==> src/rtl/ps2_key_event_decoder.sv <==
// PS/2 scan-code consumer: pops FIFO bytes, decodes E0/F0 prefixes into key events, tracks held keys and modifiers.
// Optional build macro PS2_REPEAT_FILTER_EN suppresses the event strobe for typematic makes.
module ps2_key_event_decoder #(
    parameter int          CNT_W    = 8,
    parameter logic [7:0]  EXT_CODE = 8'hE0,
    parameter logic [7:0]  BRK_CODE = 8'hF0
) (
    input  logic             clk,
    input  logic             clrn,
    input  logic [7:0]       data,
    input  logic             ready,
    input  logic             overflow,
    output logic             nextdata_n,
    output logic             evt_valid,
    output logic [7:0]       evt_code,
    output logic             evt_ext,
    output logic             evt_break,
    output logic             evt_repeat,
    output logic [7:0]       cur_key,
    output logic             cur_ext,
    output logic [CNT_W-1:0] key_count,
    output logic             shift_held,
    output logic             ctrl_held,
    output logic             caps_lock,
    output logic             err,
    output logic             ovf_seen
);

`ifdef PS2_REPEAT_FILTER_EN
    localparam bit REPEAT_FILTER = 1'b1;
`else
    localparam bit REPEAT_FILTER = 1'b0;
`endif

    typedef enum logic [1:0] {HS_RUN, HS_POP, HS_GAP} hs_state_t;
    typedef enum logic [1:0] {D_NORM, D_EXT, D_BRK, D_EXT_BRK} dec_state_t;

    hs_state_t  hs_state, hs_next;
    dec_state_t dec_state, dec_next;

    logic accept;
    logic is_evt, ev_ext, ev_brk, is_err;
    logic is_lsh, is_rsh, is_ctl, is_caps, is_mod, mod_held;
    logic cur_match, is_rep, emit;
    logic lshift_q, rshift_q, caps_down;

    assign accept     = (hs_state == HS_RUN) && ready;
    assign shift_held = lshift_q | rshift_q;

    // GAP absorbs the FIFO's pointer/ready update latency so no byte is popped twice.
    always_comb begin
        // NOTE: every output of a combinational block gets a default first, so no path can infer a latch.
        hs_next = hs_state;
        case (hs_state)
            HS_RUN:  if (ready) hs_next = HS_POP;
            HS_POP:  hs_next = HS_GAP;
            HS_GAP:  hs_next = HS_RUN;
            default: hs_next = HS_RUN;
        endcase
    end

    always_comb begin
        dec_next = dec_state;
        is_evt   = 1'b0;
        ev_ext   = 1'b0;
        ev_brk   = 1'b0;
        is_err   = 1'b0;
        if (data == 8'h00 || data == 8'hFF) begin
            is_err   = 1'b1;
            dec_next = D_NORM;
        end else if (data == EXT_CODE) begin
            is_err   = (dec_state != D_NORM);
            dec_next = D_EXT;
        end else if (data == BRK_CODE) begin
            case (dec_state)
                D_NORM:  dec_next = D_BRK;
                D_EXT:   dec_next = D_EXT_BRK;
                default: begin
                    is_err   = 1'b1;
                    dec_next = D_BRK;
                end
            endcase
        end else begin
            is_evt   = 1'b1;
            ev_ext   = (dec_state == D_EXT) || (dec_state == D_EXT_BRK);
            ev_brk   = (dec_state == D_BRK) || (dec_state == D_EXT_BRK);
            dec_next = D_NORM;
        end
    end

    // Modifiers never occupy cur_key; their own held flag decides whether a make is typematic.
    always_comb begin
        is_lsh    = (data == 8'h12) && !ev_ext;
        is_rsh    = (data == 8'h59) && !ev_ext;
        is_ctl    = (data == 8'h14);
        is_caps   = (data == 8'h58) && !ev_ext;
        is_mod    = is_lsh | is_rsh | is_ctl | is_caps;
        mod_held  = (is_lsh & lshift_q) | (is_rsh & rshift_q) | (is_ctl & ctrl_held) | (is_caps & caps_down);
        cur_match = (cur_key != 8'h00) && ({ev_ext, data} == {cur_ext, cur_key});
        is_rep    = is_evt && !ev_brk && (is_mod ? mod_held : cur_match);
        emit      = is_evt && !(REPEAT_FILTER && is_rep);
    end

    always_ff @(posedge clk) begin
        // NOTE: state registers use non-blocking assignments so every flop samples pre-edge values.
        if (!clrn) begin
            hs_state   <= HS_RUN;
            dec_state  <= D_NORM;
            nextdata_n <= 1'b1;
            evt_valid  <= 1'b0;
            evt_code   <= 8'h00;
            evt_ext    <= 1'b0;
            evt_break  <= 1'b0;
            evt_repeat <= 1'b0;
            err        <= 1'b0;
            cur_key    <= 8'h00;
            cur_ext    <= 1'b0;
            key_count  <= '0;
            lshift_q   <= 1'b0;
            rshift_q   <= 1'b0;
            ctrl_held  <= 1'b0;
            caps_down  <= 1'b0;
            caps_lock  <= 1'b0;
            ovf_seen   <= 1'b0;
        end else begin
            hs_state   <= hs_next;
            nextdata_n <= (hs_next != HS_POP);
            ovf_seen   <= overflow;
            evt_valid  <= 1'b0;
            evt_ext    <= 1'b0;
            evt_break  <= 1'b0;
            evt_repeat <= 1'b0;
            err        <= 1'b0;
            if (accept) begin
                dec_state <= dec_next;
                err       <= is_err;
                if (emit) begin
                    evt_valid  <= 1'b1;
                    evt_code   <= data;
                    evt_ext    <= ev_ext;
                    evt_break  <= ev_brk;
                    evt_repeat <= is_rep;
                end
                if (is_evt) begin
                    if (is_mod) begin
                        if (is_lsh)  lshift_q  <= !ev_brk;
                        if (is_rsh)  rshift_q  <= !ev_brk;
                        if (is_ctl)  ctrl_held <= !ev_brk;
                        if (is_caps) caps_down <= !ev_brk;
                        if (is_caps && !ev_brk && !caps_down) caps_lock <= !caps_lock;
                    end else if (!ev_brk) begin
                        if (!cur_match) begin
                            key_count <= key_count + CNT_W'(1);
                            cur_key   <= data;
                            cur_ext   <= ev_ext;
                        end
                    end else if (cur_match) begin
                        cur_key <= 8'h00;
                        cur_ext <= 1'b0;
                    end
                end
            end
        end
    end

endmodule

==> config.mk <==
export PLATFORM = sky130hd
export DESIGN_NAME = ps2_key_event_decoder
export DESIGN_NICKNAME = d
export VERILOG_FILES = /design/src/rtl/ps2_key_event_decoder.sv
export SDC_FILE = /design/constraint.sdc
export NUM_CORES = 1
export LEC_CHECK = 0
export ABC_AREA = 0
export BUFFER_PORTS_ARGS = -buffer_cell sky130_fd_sc_hd__buf_4
export CORE_ASPECT_RATIO = 0.75
export CORE_UTILIZATION = 53
export DETAILED_ROUTE_END_ITERATION = 7
export GPL_TIMING_DRIVEN = 0
export PLACE_DENSITY = 0.89
export SLEW_MARGIN = 20
export SYNTH_ARGS = -nofsm -noshare
export SYNTH_HDL_FRONTEND = slang
export SYNTH_SLANG_ARGS = --single-unit
==> constraint.sdc <==
create_clock -name clk -period 5.6 [get_ports clk]
set_input_delay 0.56 -clock clk [delete_from_list [all_inputs] [get_ports clk]]
set_output_delay 0.56 -clock clk [all_outputs]
set_load 0.02 [all_outputs]
==> results of run 1 <==
-- layout by cell type, fill, tap and decap left out, types with 2 or more instances in the layout --
cell type and instances:
a21oi_1 16, a31o_2 3, a32o_1 6, and2_1 3, buf_2 6, buf_4 38
buf_6 4, clkbuf_1 5, clkbuf_8 7, dfxtp_1 41, inv_1 6, mux2i_1 5
nand2_1 28, nand2b_1 2, nand3_1 5, nand4_1 7, nor2_1 25, nor3_1 2
nor3b_1 2, nor4_1 5, nor4_2 3, nor4b_1 2, o21ai_0 10, o22ai_1 2
or2_2 2, or3_1 6, xnor2_1 5, xor2_1 7
-- logic make-up after synthesis --
| group | share of synthesized area |
|---|---|
| compound gates | 0.156 |
| flops | 0.414 |
| mux | 0.0252 |
| fa+ha+maj | 0.00630 |
| xor+xnor | 0.0530 |
| simple gates | 0.284 |
| buf+inv | 0.0624 |
-- layer usage --
metal	global-route usage	vias to the layer above	wire [um]
li1	-	890	-
met1	0.323	874	2180
met2	0.416	68	2130
met3	0.0562	8	341
met4	0.108	0	48
met5	0	-	0
-- worst max-delay path, stage by stage --
cell and delay [ns]:
buf_2 0.22, nor4_2 0.11, o21a_4 0.25, nor3_1 0.91
nand3_1 0.51, a32o_1 0.40
-- power groups by stage --
stage                     logic [uW]  clock network (uW)  registers [uW]
final                           97.3                 217             313
after global routing             104                 229             315
after CTS                       97.1                 214             313
after detailed placement        96.3                   0             320
after global placement          94.9                   0             319
after floorplan                 52.6                   0             331
-- state kept, by name (all words and copies together), names as in the netlist --
name / count
nextdata_n: 1
evt_break: 1
evt_ext: 1
dec_state: 2
caps_down: 1
key_count: 8
err: 1
cur_key: 8
rshift_q: 1
hs_state: 2
ovf_seen: 1
ctrl_held: 1
lshift_q: 1
evt_code: 8
cur_ext: 1
caps_lock: 1
evt_repeat: 1
evt_valid: 1
-- cell type report --
class,count,area (um^2),share of cell area
plain buffers,16,97.6,0.0401
multi-input cells,163,1040,0.427
clock inverters,1,5.00,0.00206
well taps,50,62.6,0.0257
clock buffers,7,96.3,0.0396
repair buffers,38,285,0.117
flip-flops and latches,41,821,0.337
inverters,7,26.3,0.0108
-- worst max path at each step --
stage	endpoint	slack, ns	cells past startpoint	start
detailed placement	cur_key[6]	2.57	6	data[4]
finish	cur_key[2]	2.82	6	data[4]
CTS	cur_key[6]	2.88	6	data[4]
global placement	cur_key[6]	2.67	6	data[6]
floorplan	cur_key[0]	3.10	9	data[6]
global route	cur_key[6]	2.71	6	data[4]
-- metrics by stage --
step	hold slack, ns	worst slack [ns]	instances	util
global placement	0.413	2.67	315	0.681
CTS	0.436	2.88	323	0.711
detailed placement	0.425	2.57	315	0.681
floorplan	0.399	3.10	227	-
global route	0.464	2.71	323	0.711
finish	0.437	2.82	323	0.711
==> metrics.md, run 1 <==
| Metric | Value |
|---|---|
| Post-synthesis sequential area ratio | `0.414` |
| Quantity of gates resized following cts | `0` |
| Post-CTS Setup Bufs | `0` |
| Final worst path period need | `2.78 ns` |
| Hold Path Class | `register to register` |
| ANT nets after route | `0` |
| Highest Clock Rate | `360 MHz` |
| Via/cell ratio | `5.70` |
| Critical path arrival | `2.97 ns` |
| Register share of total power | `0.499` |
| Synth Net Count | `240` |
| Clock latency on the worst-skew pair | `0.30 ns` |
| Top-count cell post-synth | `dfxtp_1` |
| RSZ-0062 raised after global routing | `false` |
| PwrDens | `258 nW/um^2` |
| Synth top area share | `0.414` |
| Die Footprint | `4000 um^2` |
| Sink Count | `41` |
| Vias in the first global route | `1663` |
| Switching power | `173 uW` |
| Starting DRT DRC Count | `154` |
| Peak VDD IR | `198 uV` |
| Setup CP Type | `input port to register` |
| Ports | `47` |
| EDFF count, synth | `0` |
| Synthesized area | `1980 um^2` |
| Final Cell Area | `2430 um^2` |
| R2R Path End | `cur_key[2]` |
| Num CTS Buffers | `5` |
| Setup TNS | `0 ns` |
| Hold Path Depth | `1` |
| Pin count of the biggest net entering global routing | `13` |
| P_leak | `0.000951 uW` |
| Gr ovfl total | `0` |
| RePlAce Congestion | `0.862` |
| R2R depth | `5` |
| Die Ht | `55.0 um` |
| DP HPWL | `3350 um` |
| Combinational power share | `0.155` |
| Dpl cell area | `2330 um^2` |
| R2R Path Start | `hs_state[0]` |
| # DRC | `0` |
| Number of core rows | `18` |
| Layout Nets | `285` |
| Synth Warn # | `0` |
| Final setup fails | `0` |
| Max-cap violations | `0` |
| Initial Util | `0.580` |
| Status | `completed` |
| Internal | `454 uW` |
| Crit. End Element | `register` |
| Final period util | `0.497` |
| Final Power | `627 uW` |
| Fin. max-slew vios | `0` |
| Fill cell count | `289` |
| Worst rel slew slack | `0.244` |
| Ratio of cells with drive above 1 in the final layout | `0.260` |
| FFs w/ async S/R, synth | `0` |
| CTS root buffer | `clkbuf_8` |
| DR vias | `1840` |
| Die Width | `72.7 um` |
| Critical path startpoint category | `input port` |
| Yosys reg bits | `41` |
| Hold path endpoint | `hs_state[1]` |
| Distinct cells, synth | `45` |
| HP Start | `hs_state[1]` |
| Clock buffer depth | `2` |
| Most frequent cells after synthesis | `dfxtp_1 (41), nand2_1 (28), nor2_1 (25)` |
| Clock slew at reported path FFs | `0.08 ns` |
| Final hold viol count | `0` |
| # hold bufs at CTS | `0` |
| Initial antenna violation count | `0` |
| Clock skew | `0.0108 ns` |
| DR WL/cell | `14.5 um` |
| # diodes | `0` |
| Total wire length | `4700 um` |
| Critical Path RT | `5.79 ns` |
| CTS tree | `done` |
| CP Max Fanout | `10` |
| Mean post-synth cell area | `8.74 um^2` |
| Cells after Synth | `227` |
| # port buffers | `38` |
| Switching Share | `0.276` |
| Clk pwr share | `0.346` |
| Register-to-Register Setup Slack | `3.14 ns` |
| # H-tree levels | `2` |
| Total track usage | `0.251` |
| Worst-Margin Slew | `1.13 ns` |
| Number of iterations in the first detailed-routing pass | `4` |
| First-pass GRT wire length | `7580 um` |
| Synth Flop Type | `dfxtp_1` |
| Synth top area cells | `dfxtp_1 (41%), nand2_1 (5.3%), nor2_1 (4.7%)` |
| Core Region | `3420 um^2` |
| Layout area overhead | `22.6%` |
| Post-synth top area cell | `dfxtp_1` |
No activity file was read; power rests on OpenSTA's default activity.
==> inputs of run 2 (changes only) <==
--- a/config.mk
+++ b/config.mk
@@ -8,10 +8,10 @@
 export ABC_AREA = 0
 export BUFFER_PORTS_ARGS = -buffer_cell sky130_fd_sc_hd__buf_4
 export CORE_ASPECT_RATIO = 0.75
-export CORE_UTILIZATION = 53
+export CORE_UTILIZATION = 48
 export DETAILED_ROUTE_END_ITERATION = 7
 export GPL_TIMING_DRIVEN = 0
-export PLACE_DENSITY = 0.89
+export PLACE_DENSITY = 0.85
 export SLEW_MARGIN = 20
 export SYNTH_ARGS = -nofsm -noshare
 export SYNTH_HDL_FRONTEND = slang
==> constraint.sdc (replaced) <==
create_clock -name clk -period 2.4 [get_ports clk]
set_input_delay 0.24 -clock clk [delete_from_list [all_inputs] [get_ports clk]]
set_output_delay 0.24 -clock clk [all_outputs]
set_load 0.02 [all_outputs]
==> metrics.md, run 2 (synthesis gave the netlist of run 1 again) <==
| Metric | Value |
|---|---|
| CP Max Fanout | `10` |
| Critical path arrival | `2.48 ns` |
| Hold path endpoint | `ovf_seen` |
| CTS root buffer | `clkbuf_8` |
| Die Width | `76.2 um` |
| R2R Path End | `cur_key[2]` |
| Critical path, cell by cell | `buf_2 > nor4_2 > o21ai_0 > a2111oi_0 > nor3b_2 > nand3_4 > buf_6 > nor2_1 > a32o_1` |
| Final Power | `1600 uW` |
| Hold Path Class | `input port to register` |
| # diodes | `0` |
| ANT nets after route | `0` |
| Ratio of cells with drive above 1 in the final layout | `0.264` |
| RSZ-0062 raised after global routing | `false` |
| Layout area overhead | `24.7%` |
| Combinational power share | `0.142` |
| Critical path startpoint category | `input port` |
| Switching power | `389 uW` |
| Final setup fails | `0` |
| Top Registers | `cur_key x8, evt_code x8, key_count x8` |
| Core Util, Final | `0.650` |
| Final period util | `0.958` |
| Vias in the first global route | `1680` |
| Die Footprint | `4400 um^2` |
| Layout Nets | `285` |
| Max-cap violations | `0` |
| Worst rel slew slack | `0.553` |
| # port buffers | `38` |
| Pin count of the biggest net entering global routing | `14` |
| Number of iterations in the first detailed-routing pass | `4` |
| Setup CP Type | `input port to register` |
| Ports | `47` |
| Worst-Margin Slew | `0.654 ns` |
| R2R Path Start | `cur_key[6]` |
| DR vias | `1819` |
| Register-to-Register Setup Slack | `0.21 ns` |
| Hold Path Depth | `2` |
| Die Ht | `57.7 um` |
| Fin. max-slew vios | `0` |
| Number of core rows | `19` |
| DP HPWL | `3350 um` |
| Initial antenna violation count | `0` |
| PwrDens | `647 nW/um^2` |
| Total wire length | `4630 um` |
| Core Region | `3800 um^2` |
| Starting DRT DRC Count | `149` |
| Via/cell ratio | `5.60` |
| R2R depth | `6` |
| Final worst path period need | `2.30 ns` |
| Status | `completed` |
| Crit. End Element | `register` |
| Clock slew at reported path FFs | `0.08 ns` |
| Commonest non-fill, non-tap cell in the layout | `dfxtp_1` |
| First-pass GRT wire length | `7860 um` |
| Internal | `1210 uW` |
| Slowest stage cell, crit path | `a2111oi_0` |
| Max incr delay on CP | `0.64 ns` |
| # hold bufs at CTS | `0` |
| Total track usage | `0.223` |
| Sink Count | `41` |
| Clk pwr share | `0.402` |
| # DRC | `0` |
| # H-tree levels | `2` |
| Fill cell count | `336` |
| HP Start | `overflow` |
| Gr ovfl total | `0` |
| Critical Path RT | `2.58 ns` |
| Commonest cells after routing, fill and taps aside | `dfxtp_1 (41), buf_4 (38), nand2_1 (28)` |
| CTS tree | `done` |
| Final hold viol count | `0` |
| RePlAce Congestion | `0.834` |
| Switching Share | `0.243` |
| DR WL/cell | `14.2 um` |
| Clock skew | `0.00663 ns` |
| Register share of total power | `0.456` |
| Highest Clock Rate | `435 MHz` |
| Initial Util | `0.522` |
| Clock latency on the worst-skew pair | `0.29 ns` |
| P_leak | `0.000969 uW` |
| Peak VDD IR | `360 uV` |
| Clock buffer depth | `2` |
| Num CTS Buffers | `5` |
run 2: changes by cell type in the layout (fill, tap and decap cells not counted):
| cell | change |
|---|---|
| bufinv_16 | +2 |
| clkbuf_8 | -2 |
| nor3_1 | -1 |
| nor3_2 | +1 |
run 2: area by class of cell:
type                            instances  area, um^2  share of cell area
Tap cell                               52        65.1              0.0263
Clock buffer                            5        68.8              0.0278
Buffer                                 16        97.6              0.0395
Multi-Input combinational cell        163        1040               0.422
Inverter                                7        26.3              0.0106
Clock inverter                          3        65.1              0.0263
Sequential cell                        41         821               0.332
Timing Repair Buffer                   38         285               0.115
run 2: routing by layer:
metal / global-route usage / vias up / share of wire
li1: - / 893 / -
met1: 0.306 / 838 / 0.47
met2: 0.347 / 79 / 0.44
met3: 0.0535 / 9 / 0.077
met4: 0.0797 / 0 / 0.012
met5: 0 / - / 0
run 2: worst max-delay path by stage:
| stage | startpoint | end | slack, ns | cells past startpoint |
|---|---|---|---|---|
| 2_1_floorplan | data[6] | cur_key[0] | 0.22 | 9 |
| 4_1_cts | data[0] | cur_key[2] | 0.15 | 9 |
| 3_3_place_gp | data[4] | cur_key[2] | -0.26 | 6 |
| 5_1_grt | data[0] | cur_key[2] | 0.02 | 9 |
| 6_report | data[6] | cur_key[2] | 0.10 | 9 |
| 3_5_place_dp | data[4] | cur_key[2] | -0.32 | 6 |
run 2: power by group through the flow:
stage / Clock [uW] / Combinational (uW) / Sequential, uW
floorplan: 0 / 123 / 773
global placement: 0 / 223 / 745
detailed placement: 0 / 226 / 746
CTS: 655 / 228 / 730
global route: 689 / 246 / 735
finish: 643 / 228 / 730
run 2: metrics by stage:
stage	hold slack [ns]	worst slack, ns	cell area (um^2)	TNS [ns]	std cells
6_report	0.158	0.102	2470	0	325
5_1_grt	0.156	0.0220	2470	0	325
4_1_cts	0.156	0.146	2470	0	325
3_5_place_dp	0.419	-0.315	2330	-2.70	317
3_3_place_gp	0.410	-0.264	2330	-2.26	317
2_1_floorplan	0.367	0.224	1980	0	227
run 2: critical path: cells and delay by family:
kind / cells / cell delay (ns)
AO/OA/AOI/OAI: 3 / 1.09
buffers and inverters: 2 / 0.32
AND/OR/NAND/NOR: 4 / 0.82
run 2: repair_timing:
action / in CTS / in global routing
gates resized for setup: 1 / 0
setup buffers: 0 / 0
setup endpoints to repair: 4 / 0
